[config.mk]
export PLATFORM = sky130hd
export DESIGN_NAME = aes_job_sequencer_flat
export DESIGN_NICKNAME = d
export VERILOG_FILES = /design/src/rtl/aes_job_sequencer_pkg.sv /design/src/rtl/aes_job_sequencer_if.sv /design/src/rtl/aes_job_sequencer.sv /design/src/flat_wrapper.sv
export SDC_FILE = /design/constraint.sdc
export NUM_CORES = 1
export LEC_CHECK = 0
export CAP_MARGIN = 20
export CORE_ASPECT_RATIO = 0.75
export CORE_MARGIN = 2
export CORE_UTILIZATION = 52
export CTS_CLUSTER_DIAMETER = 120
export DETAILED_ROUTE_END_ITERATION = 10
export GPL_TIMING_DRIVEN = 1
export PLACE_DENSITY = 0.94
export SETUP_SLACK_MARGIN = 0.05
export SLEW_MARGIN = 10
export SYNTH_ARGS = -nofsm -noshare
export SYNTH_HDL_FRONTEND = slang
export SYNTH_SLANG_ARGS = --single-unit
[constraint.sdc]
create_clock -name clk_in -period 7.2 [get_ports clk_in]
set_clock_uncertainty 0.15 [all_clocks]
set_input_delay 2.16 -clock clk_in [delete_from_list [all_inputs] [get_ports clk_in]]
set_output_delay 2.16 -clock clk_in [all_outputs]
set_load 0.1 [all_outputs]
[src/rtl/aes_job_sequencer_pkg.sv]
// Shared types and helpers for the AES job sequencer.
// Latency: n/a (declarations only).
// Backpressure: n/a.
package aes_seq_pkg;

    typedef enum logic [2:0] {
        IDLE,
        WR_KEY,
        WR_DATA,
        RUN,
        RD,
        RESP
    } state_t;

    localparam logic [1:0] OP_ENC       = 2'b01;
    localparam logic [1:0] OP_DEC       = 2'b10;
    localparam int         CTRL_OWN_BIT = 2;

    // Word 0 is the most significant 32 bits of the vector.
    function automatic logic [31:0] word_of(input logic [127:0] v, input logic [1:0] i);
        return v[(3 - int'(i)) * 32 +: 32];
    endfunction

    function automatic logic op_legal(input logic [1:0] op);
        return (op == OP_ENC) || (op == OP_DEC);
    endfunction

endpackage

[src/rtl/aes_job_sequencer_if.sv]
// Job request/response handshake plus the aes_top_level memory/control bus.
// Latency: n/a (wires only).
// Backpressure: req_valid/req_ready and resp_valid/resp_ready handshakes.
// Ports: slave = sequencer view, master = host/datapath view.
interface aes_job_sequencer_if;

    // job request
    logic         req_valid_in;
    logic         req_ready_out;
    logic [127:0] req_key_in;
    logic [127:0] req_block_in;
    logic [1:0]   req_op_in;
    logic         req_key_reuse_in;
    // job response
    logic         resp_valid_out;
    logic         resp_ready_in;
    logic [127:0] resp_block_out;
    logic         resp_err_out;
    // aes_top_level side
    logic [2:0]   aes_ctrl_out;
    logic [31:0]  aes_wdata_out;
    logic [3:0]   aes_mem_we_out;
    logic [9:0]   aes_mem_rd_addr_out;
    logic [9:0]   aes_mem_wr_addr_out;
    logic [31:0]  aes_rdata_in;
    logic         aes_complete_in;
    // status
    logic         busy_out;

    modport slave (
        input  req_valid_in, req_key_in, req_block_in, req_op_in, req_key_reuse_in,
        input  resp_ready_in, aes_rdata_in, aes_complete_in,
        output req_ready_out, resp_valid_out, resp_block_out, resp_err_out,
        output aes_ctrl_out, aes_wdata_out, aes_mem_we_out,
        output aes_mem_rd_addr_out, aes_mem_wr_addr_out, busy_out
    );

    modport master (
        output req_valid_in, req_key_in, req_block_in, req_op_in, req_key_reuse_in,
        output resp_ready_in, aes_rdata_in, aes_complete_in,
        input  req_ready_out, resp_valid_out, resp_block_out, resp_err_out,
        input  aes_ctrl_out, aes_wdata_out, aes_mem_we_out,
        input  aes_mem_rd_addr_out, aes_mem_wr_addr_out, busy_out
    );

endinterface

[src/rtl/aes_job_sequencer.sv]
// Runs one AES job: write key/block to aes_mem, hand memory to the core, read result back.
// Latency: fresh key T+9 to RUN, result C+6 after complete; key reuse 4 less; illegal op T+1.
// Backpressure: one job in flight; req_ready only in IDLE; response held until resp_ready.
// Ports: clk_in, rst_n_in (async active-low), bus (aes_job_sequencer_if.slave).
module aes_job_sequencer
    import aes_seq_pkg::*;
#(
    parameter logic [9:0] KEY_BASE       = 10'd0,
    parameter logic [9:0] DIN_BASE       = 10'd4,
    parameter logic [9:0] DOUT_BASE      = 10'd8,
    parameter int         TIMEOUT_CYCLES = 4096
) (
    input  logic               clk_in,
    input  logic               rst_n_in,
    aes_job_sequencer_if.slave bus
);

    localparam logic [15:0] TMO_LAST = 16'(TIMEOUT_CYCLES - 1);

    state_t       r_state;
    state_t       w_next;
    logic [2:0]   r_cnt;
    logic [15:0]  r_tmo;
    logic [127:0] r_key;
    logic [127:0] r_blk;
    logic [127:0] r_res;
    logic [1:0]   r_op;
    logic         r_err;
    logic         r_key_vld;

    logic         w_req_rdy;
    logic         w_resp_vld;
    logic [2:0]   w_ctrl;
    logic [31:0]  w_wdata;
    logic [3:0]   w_we;
    logic [9:0]   w_rd_addr;
    logic [9:0]   w_wr_addr;
    logic         w_busy;
    logic         w_accept;
    logic         w_tmo_hit;
    logic [1:0]   w_rd_idx;

    assign w_accept  = bus.req_valid_in && (r_state == IDLE);
    assign w_tmo_hit = (r_tmo == TMO_LAST);
    // Read data lags the address by one cycle, so count n captures word n-1.
    assign w_rd_idx  = 2'(r_cnt - 3'd1);

    always_ff @(posedge clk_in or negedge rst_n_in) begin
        if (!rst_n_in) begin
            r_state <= IDLE;
        end else begin
            r_state <= w_next;
        end
    end

    always_comb begin
        w_next    = r_state;
        w_req_rdy = 1'b0;
        w_resp_vld = 1'b0;
        w_ctrl    = 3'b000;
        w_wdata   = 32'd0;
        w_we      = 4'h0;
        w_rd_addr = 10'd0;
        w_wr_addr = 10'd0;
        w_busy    = 1'b1;
        case (r_state)
            IDLE: begin
                w_busy    = 1'b0;
                w_req_rdy = 1'b1;
                if (bus.req_valid_in) begin
                    if (!op_legal(bus.req_op_in)) begin
                        w_next = RESP;
                    end else if (bus.req_key_reuse_in && r_key_vld) begin
                        w_next = WR_DATA;
                    end else begin
                        w_next = WR_KEY;
                    end
                end
            end
            WR_KEY: begin
                w_we      = 4'hF;
                w_wr_addr = KEY_BASE + 10'(r_cnt[1:0]);
                w_wdata   = word_of(r_key, r_cnt[1:0]);
                if (r_cnt == 3'd3) w_next = WR_DATA;
            end
            WR_DATA: begin
                w_we      = 4'hF;
                w_wr_addr = DIN_BASE + 10'(r_cnt[1:0]);
                w_wdata   = word_of(r_blk, r_cnt[1:0]);
                if (r_cnt == 3'd3) w_next = RUN;
            end
            RUN: begin
                w_ctrl[CTRL_OWN_BIT] = 1'b1;
                w_ctrl[1:0]          = r_op;
                // Completion takes priority over a timeout landing on the same cycle.
                if (bus.aes_complete_in) begin
                    w_next = RD;
                end else if (w_tmo_hit) begin
                    w_next = RESP;
                end
            end
            RD: begin
                if (r_cnt != 3'd4) begin
                    w_rd_addr = DOUT_BASE + 10'(r_cnt[1:0]);
                end else begin
                    w_next = RESP;
                end
            end
            RESP: begin
                w_resp_vld = 1'b1;
                if (bus.resp_ready_in) w_next = IDLE;
            end
            default: begin
                w_next = IDLE;
            end
        endcase
    end

    always_ff @(posedge clk_in or negedge rst_n_in) begin
        if (!rst_n_in) begin
            r_cnt     <= 3'd0;
            r_tmo     <= 16'd0;
            r_key     <= '0;
            r_blk     <= '0;
            r_res     <= '0;
            r_op      <= 2'b00;
            r_err     <= 1'b0;
            r_key_vld <= 1'b0;
        end else begin
            case (r_state)
                IDLE: begin
                    r_cnt <= 3'd0;
                    r_tmo <= 16'd0;
                    if (w_accept) begin
                        r_key <= bus.req_key_in;
                        r_blk <= bus.req_block_in;
                        r_op  <= bus.req_op_in;
                        r_res <= '0;
                        r_err <= !op_legal(bus.req_op_in);
                    end
                end
                WR_KEY: begin
                    if (r_cnt == 3'd3) begin
                        r_cnt     <= 3'd0;
                        r_key_vld <= 1'b1;
                    end else begin
                        r_cnt <= r_cnt + 3'd1;
                    end
                end
                WR_DATA: begin
                    r_cnt <= (r_cnt == 3'd3) ? 3'd0 : r_cnt + 3'd1;
                end
                RUN: begin
                    r_tmo <= r_tmo + 16'd1;
                    if (!bus.aes_complete_in && w_tmo_hit) begin
                        // The core may have left memory in any state; force a key rewrite.
                        r_err     <= 1'b1;
                        r_res     <= '0;
                        r_key_vld <= 1'b0;
                    end
                end
                RD: begin
                    if (r_cnt != 3'd0) begin
                        r_res[(3 - int'(w_rd_idx)) * 32 +: 32] <= bus.aes_rdata_in;
                    end
                    r_cnt <= (r_cnt == 3'd4) ? 3'd0 : r_cnt + 3'd1;
                end
                default: begin
                end
            endcase
        end
    end

    assign bus.req_ready_out       = w_req_rdy;
    assign bus.resp_valid_out      = w_resp_vld;
    assign bus.resp_block_out      = r_res;
    assign bus.resp_err_out        = r_err;
    assign bus.aes_ctrl_out        = w_ctrl;
    assign bus.aes_wdata_out       = w_wdata;
    assign bus.aes_mem_we_out      = w_we;
    assign bus.aes_mem_rd_addr_out = w_rd_addr;
    assign bus.aes_mem_wr_addr_out = w_wr_addr;
    assign bus.busy_out            = w_busy;

endmodule

[src/flat_wrapper.sv]
// flat-port wrapper written by rule: the top's interface ports become plain ports
module aes_job_sequencer_flat import aes_seq_pkg::*;
#(
    parameter logic [9:0] KEY_BASE       = 10'd0,
    parameter logic [9:0] DIN_BASE       = 10'd4,
    parameter logic [9:0] DOUT_BASE      = 10'd8,
    parameter int         TIMEOUT_CYCLES = 4096
)
  (clk_in, rst_n_in, bus_req_valid_in, bus_req_key_in, bus_req_block_in, bus_req_op_in, bus_req_key_reuse_in, bus_resp_ready_in, bus_aes_rdata_in, bus_aes_complete_in, bus_req_ready_out, bus_resp_valid_out, bus_resp_block_out, bus_resp_err_out, bus_aes_ctrl_out, bus_aes_wdata_out, bus_aes_mem_we_out, bus_aes_mem_rd_addr_out, bus_aes_mem_wr_addr_out, bus_busy_out);
  aes_job_sequencer_if bus_i ();
  input  logic clk_in;
  input  logic rst_n_in;
  input wire logic [$bits(bus_i.req_valid_in)-1:0] bus_req_valid_in;
  input wire logic [$bits(bus_i.req_key_in)-1:0] bus_req_key_in;
  input wire logic [$bits(bus_i.req_block_in)-1:0] bus_req_block_in;
  input wire logic [$bits(bus_i.req_op_in)-1:0] bus_req_op_in;
  input wire logic [$bits(bus_i.req_key_reuse_in)-1:0] bus_req_key_reuse_in;
  input wire logic [$bits(bus_i.resp_ready_in)-1:0] bus_resp_ready_in;
  input wire logic [$bits(bus_i.aes_rdata_in)-1:0] bus_aes_rdata_in;
  input wire logic [$bits(bus_i.aes_complete_in)-1:0] bus_aes_complete_in;
  output wire logic [$bits(bus_i.req_ready_out)-1:0] bus_req_ready_out;
  output wire logic [$bits(bus_i.resp_valid_out)-1:0] bus_resp_valid_out;
  output wire logic [$bits(bus_i.resp_block_out)-1:0] bus_resp_block_out;
  output wire logic [$bits(bus_i.resp_err_out)-1:0] bus_resp_err_out;
  output wire logic [$bits(bus_i.aes_ctrl_out)-1:0] bus_aes_ctrl_out;
  output wire logic [$bits(bus_i.aes_wdata_out)-1:0] bus_aes_wdata_out;
  output wire logic [$bits(bus_i.aes_mem_we_out)-1:0] bus_aes_mem_we_out;
  output wire logic [$bits(bus_i.aes_mem_rd_addr_out)-1:0] bus_aes_mem_rd_addr_out;
  output wire logic [$bits(bus_i.aes_mem_wr_addr_out)-1:0] bus_aes_mem_wr_addr_out;
  output wire logic [$bits(bus_i.busy_out)-1:0] bus_busy_out;
  assign bus_i.req_valid_in = bus_req_valid_in;
  assign bus_i.req_key_in = bus_req_key_in;
  assign bus_i.req_block_in = bus_req_block_in;
  assign bus_i.req_op_in = bus_req_op_in;
  assign bus_i.req_key_reuse_in = bus_req_key_reuse_in;
  assign bus_i.resp_ready_in = bus_resp_ready_in;
  assign bus_i.aes_rdata_in = bus_aes_rdata_in;
  assign bus_i.aes_complete_in = bus_aes_complete_in;
  assign bus_req_ready_out = bus_i.req_ready_out;
  assign bus_resp_valid_out = bus_i.resp_valid_out;
  assign bus_resp_block_out = bus_i.resp_block_out;
  assign bus_resp_err_out = bus_i.resp_err_out;
  assign bus_aes_ctrl_out = bus_i.aes_ctrl_out;
  assign bus_aes_wdata_out = bus_i.aes_wdata_out;
  assign bus_aes_mem_we_out = bus_i.aes_mem_we_out;
  assign bus_aes_mem_rd_addr_out = bus_i.aes_mem_rd_addr_out;
  assign bus_aes_mem_wr_addr_out = bus_i.aes_mem_wr_addr_out;
  assign bus_busy_out = bus_i.busy_out;
  aes_job_sequencer #(.KEY_BASE(KEY_BASE), .DIN_BASE(DIN_BASE), .DOUT_BASE(DOUT_BASE), .TIMEOUT_CYCLES(TIMEOUT_CYCLES)) u_core (.clk_in(clk_in), .rst_n_in(rst_n_in), .bus(bus_i));
endmodule
Word-level counts from Yosys, hierarchy flattened
Cells that the tools add are included.
{"block": "op_classes", "addsub": 8, "eq_ne": 20, "shift": 4, "n_mux": 34, "reduce_logical": 18}
{"cell": "$mux W128", "count": 3}
{"cell": "$pmux W128 S3", "count": 1}
{"cell": "$shiftx A128 B32 Y32", "count": 2}
{"cell": "$bwmux W128", "count": 1}
{"cell": "$shift A32 B33 Y128 const A", "count": 1}
{"cell": "$shiftx A32 B33 Y128", "count": 1}
{"cell": "$pmux W32 S2", "count": 1}
{"cell": "$mux W3", "count": 11}
{"cell": "$neg A32 Y33", "count": 1}
{"cell": "$pmux W16 S2", "count": 1}
{"cell": "$mux W10", "count": 2}
{"cell": "$pmux W10 S2", "count": 1}
{"cell": "$pmux W3 S6", "count": 1}
{"cell": "$add A16 B1 Y16 const B", "count": 1}
{"cell": "$eq A16 B12 Y1 const B", "count": 1}
{"cell": "$ne A2 B1 Y1 const B", "count": 5}
{"cell": "$eq A3 B2 Y1 const B", "count": 3}
{"cell": "$eq A3 B3 Y1 const B", "count": 3}
{"cell": "$pmux W3 S3", "count": 1}
{"cell": "$reduce_bool A3 Y1", "count": 3}
{"cell": "$mux W1", "count": 7}
{"cell": "$ne A2 B2 Y1 const B", "count": 3}
{"cell": "$reduce_and A3 Y1", "count": 2}
{"cell": "$reduce_and A6 Y1", "count": 1}
{"cell": "other kinds (21)", "count": 27}
{"block": "word_totals", "ff_bits": 410, "in_bits": 296, "out_inout_bits": 191, "word_cells": 93}

Longest topological paths before layout
{"block": "logic_depth", "ltp_word": 7, "mapped_depth": 10, "ltp_nobuf": 7}

Worst setup path after synthesis
No wires, ideal clock.
{"block": "synth_path", "path_kind": "reg2out", "start": "register u_core.r_cnt[0]", "end": "output port bus_aes_mem_rd_addr_out[0]", "t_arrival_ns": 3.692, "t_required_ns": 4.890, "slack_ns": 1.198, "stages_incl_launch_ff": 7, "n_path_buf": 2, "path_cell_list": "dfrtp_1 -> clkbuf_1 -> buf_1 -> inv_1 -> ha_1 -> and2_1 -> nor3_1"}
{"block": "synth_via", "elab_chain_len": 3, "word_cells_on_any_way": 4, "cone_classes": "add/sub: 1; eq/ne: 1; mux: 2"}
{"element": "from (decl)", "line": "aes_job_sequencer.sv:22", "rtl": "logic [2:0] r_cnt;"}
{"element": "from (signal assigned)", "line": "aes_job_sequencer.sv:147", "rtl": "r_cnt <= r_cnt + 3'd1;"}
{"element": "from (signal assigned)", "line": "aes_job_sequencer.sv:151", "rtl": "r_cnt <= (r_cnt == 3'd3) ? 3'd0 : r_cnt + 3'd1;"}
{"element": "from (signal assigned)", "line": "aes_job_sequencer.sv:166", "rtl": "r_cnt <= (r_cnt == 3'd4) ? 3'd0 : r_cnt + 3'd1;"}
{"element": "$add A4 B2 Y5 / $ne A3 B3 Y1 (equally long branches)", "line": "aes_job_sequencer.sv:104, aes_job_sequencer.sv:103"}
{"element": "$mux W10 (*)", "line": "aes_job_sequencer.sv:103", "rtl": "if (r_cnt != 3'd4) begin"}
{"element": "$mux W10 (*)", "line": "aes_job_sequencer.sv:66", "rtl": "case (r_state)"}
{"element": "to (decl)", "line": "flat_wrapper.sv:28", "rtl": "output wire logic [$bits(bus_i.aes_mem_rd_addr_out)-1:0] bus_aes_mem_rd_addr_out;"}
Every way passes the cells marked *; elsewhere a longest branch is shown, timed or not.

Worst setup path after layout
{"block": "layout_path", "start": "register u_core.r_state[2]", "end": "output port bus_aes_wdata_out[18]"}
{"block": "layout_via", "elab_chain_len": 2, "word_cells_on_any_way": 3, "cone_classes": "eq/ne: 2; mux: 1"}
{"element": "from (decl)", "line": "aes_job_sequencer.sv:20", "rtl": "state_t r_state;"}
{"element": "from (signal assigned)", "line": "aes_job_sequencer.sv:52", "rtl": "r_state <= w_next;"}
{"element": "$eq A3 B2 Y1 / $eq A3 B1 Y1 (equally long branches)", "line": "aes_job_sequencer.sv:66"}
{"element": "$pmux W32 S2 (*)", "line": "aes_job_sequencer.sv:66"}
{"element": "to (decl)", "line": "flat_wrapper.sv:26", "rtl": "output wire logic [$bits(bus_i.aes_wdata_out)-1:0] bus_aes_wdata_out;"}
Marks and branches as above.

==> qor.txt <==
RD Place Congestion -> 0.9445
Path type of the worst min-delay path -> flip-flop to flip-flop
Depth of the CTS H-tree -> 2
Design Power -> 10800 uW
Max_cap viols -> 0
Area grow syn2layout -> 35.87%
Final instance area -> 24040 um2
Critical Path End Type -> primary output
Drt pass-1 iters -> 5
Final setup violation count -> 0
Yosys warnings -> 0
Fmax -> 159.6 MHz
Via count -> 12.88k
Setup bufs post-CTS -> 0
Fin crit share -> 87.02%
Antenna violations before repair -> 9
# rows -> 58
HPWL Detailed -> 36030 um
Ports -> 487
Share of layout cells above drive strength 1 -> 24.35%
RSZ-0062 raised after global routing -> no
Wire per inst -> 24.92 um
CTS tree -> built
# DRC -> 0
Final min period -> 6.265 ns
Post-synth EDFFs -> 0
CTS sink cnt -> 410
Status -> finished clean
CP endpoint -> bus_aes_wdata_out[18]
Setup TNS -> 0 ns
Worst Path Required -> 4.89 ns
Register bit total from synthesis -> 410
Most used DFF post-synth -> dfrtp_1
Static Leak -> 0.009964 uW
Slew @ Worst Pin -> 1.109 ns
Die Y -> 163.8 um
Initial Utilization -> 52.78%
Pwr dens -> 449.4 nW/um2
Worst R2R Setup Slack -> 3.44 ns
Post-CTS resize count -> 0
Gr usage total -> 29.94%
Max Slew Vio Count -> 0
Routed Antenna Nets -> 0
Hold_buf cts -> 0
Count of final hold-check violations -> 0
Avg Inst Size Synth -> 14.40 um2
Register clock-pin slew on the reported worst setup and hold paths -> 0.06 ns
Critical path class -> flip-flop to primary output
Root Buffer -> clkbuf_16
Gate Count Post-Synth -> 1229
Placed Area -> 22730 um2
Seq/Total Area, Yosys -> 57.98%
Yosys cell types -> 51
Routed WL -> 53610 um
# nets final -> 1971
Crit path launch type -> flip-flop
CP Max Fanout -> 66
Utilization after layout -> 71.71%
R2r startpoint -> u_core.r_state[2]$_DFFE_PN0P_
Die area -> 35540 um2
Vias per std cell -> 5.988
Global-route wire length before repair -> 81120 um
Placed cells -> 2074
Inserted Clock Buffers -> 40
Clock Path Buffers -> 3
Total congestion overflow -> 0
Die width -> 217.0 um
Finished Layout Cells -> 2151
Clk Latency, worst-skew pair -> 0.52 ns
Worst endpoint data arrival time -> 3.96 ns
DRT iter0 DRCs -> 1265
Vias in the first global route -> 13.64k
R2R Path End -> u_core.bus.resp_block_out[37]$_DFFE_PN0P_
Rel. slew slack -> 25.82%
Largest net degree at the start of global routing -> 165
I/O Buffers -> 472
Crit path from -> u_core.r_state[2]$_DFFE_PN0P_
FFs w/ async S/R, synth -> 100.0%
Mapped Area -> 17700 um2
Peak VDD IR -> 401.0 uV
Worst Reg-to-Reg Cells -> 6
Total core area -> 33530 um2
cells in the mapped netlist (8+ instances only):
cell type	n	area share, %
dfrtp_1	410	58
buf_2	45	1.3
mux4_2	64	8.1
o21ai_0	47	1.3
inv_1	11	0.23
a21oi_1	9	0.25
o21ai_1	9	0.25
clkbuf_1	34	0.72
buf_4	20	0.85
nand2_1	81	1.7
nand3_1	12	0.34
a22o_1	129	6.4
mux2_2	259	16
nor2_1	16	0.34
ha_1	9	0.64
nand4_1	8	0.28
cell type report:
cell class	instances	area, um2
flip-flops and latches	410	10260
clock buffers	59	1164
clock inverters	9	126.4
inverters	12	45.04
repair buffers	488	4900
well taps	450	563.0
fillers	2079	9484
multi-input cells	714	6959
diodes	9	22.52
metal layers:
layer  GRT usage, %  share of wire, %
met1          38.73                39
met2          48.94                49
met3          6.907               7.9
met4          13.08               4.2
met5              0             0.015
worst max-delay path, cell delays in order, from the launching register on:
cell and delay, ns:
dfrtp_1 0.60, nor3b_2 0.24, buf_4 0.77, mux4_2 0.38, a22o_1 0.20, clkdlybuf4s50_1 1.17
placed cells by master (no fill, tap or decap), drive strengths merged, types with 2 or more instances in the layout:
| cell | n |
|---|---|
| inv | 12 |
| clkbuf | 59 |
| mux2 | 259 |
| buf | 17 |
| nor3 | 9 |
| nand4b | 2 |
| o31ai | 2 |
| xnor2 | 2 |
| nand3 | 12 |
| clkinv | 5 |
| ha | 9 |
| mux4 | 64 |
| a31oi | 4 |
| and2 | 4 |
| conb | 14 |
| o21ai | 56 |
| nor2 | 16 |
| dfrtp | 410 |
| clkdlybuf4s50 | 471 |
| xor2 | 2 |
| nand4 | 8 |
| nor4 | 3 |
| a22o | 129 |
| nand2 | 81 |
| a21o | 2 |
| diode | 9 |
| bufinv | 3 |
| a2bb2oi | 2 |
| a21oi | 9 |
| o211ai | 2 |
| and4 | 3 |
| mux2i | 3 |
metrics by stage:
step | worst slack [ns] | hold slack, ns
2_1_floorplan | 1.198 | 0.2960
3_3_place_gp | 1.650 | 0.3105
3_5_place_dp | 1.538 | 0.3191
4_1_cts | 0.9580 | 0.3341
5_1_grt | 0.8234 | 0.3664
6_report | 0.9346 | 0.3316
flip-flops by register name, indices dropped and copies added, names as in the netlist, 2 cells and up:
name,flops
u_core.r_tmo,16
u_core.r_key,128
u_core.bus.resp_block_out,128
u_core.r_state,3
u_core.r_cnt,3
u_core.r_blk,128
u_core.r_op,2
worst min path at each step:
stage,cells past startpoint,end,from,slack [ns]
4_1_cts,2,u_core.bus.resp_block_out[120]$_DFFE_PN0P_,u_core.bus.resp_block_out[120]$_DFFE_PN0P_,0.33
3_5_place_dp,2,u_core.bus.resp_block_out[123]$_DFFE_PN0P_,u_core.bus.resp_block_out[123]$_DFFE_PN0P_,0.32
5_1_grt,1,u_core.r_blk[50]$_DFFE_PN0P_,u_core.r_blk[50]$_DFFE_PN0P_,0.37
3_3_place_gp,2,u_core.bus.resp_block_out[104]$_DFFE_PN0P_,u_core.bus.resp_block_out[104]$_DFFE_PN0P_,0.31
2_1_floorplan,1,u_core.r_tmo[15]$_DFFE_PN0P_,u_core.r_tmo[15]$_DFFE_PN0P_,0.30
6_report,2,u_core.bus.resp_block_out[120]$_DFFE_PN0P_,u_core.bus.resp_block_out[120]$_DFFE_PN0P_,0.33
logic make-up (layout without fill, tap and decap cells):
logic type / count (synthesis) / after routing / synth area share (%)
buffers and inverters: 118 / 568 / 3.245
adders and majority gates: 9 / 9 / 0.6364
DFF: 410 / 410 / 57.98
other: 1 / 23 / 0.02119
muxes: 326 / 326 / 24.80
and+or+nand+nor: 145 / 145 / 3.882
AOI/OAI and AO/OA: 216 / 216 / 9.241
xor gates and xnor gates: 4 / 4 / 0.1980
where the power goes:
group	internal, uW	switching [uW]
Sequential	3110	543
Combinational	2010	3050
Clock	1230	869
No activity file was read; power rests on OpenSTA's default activity.
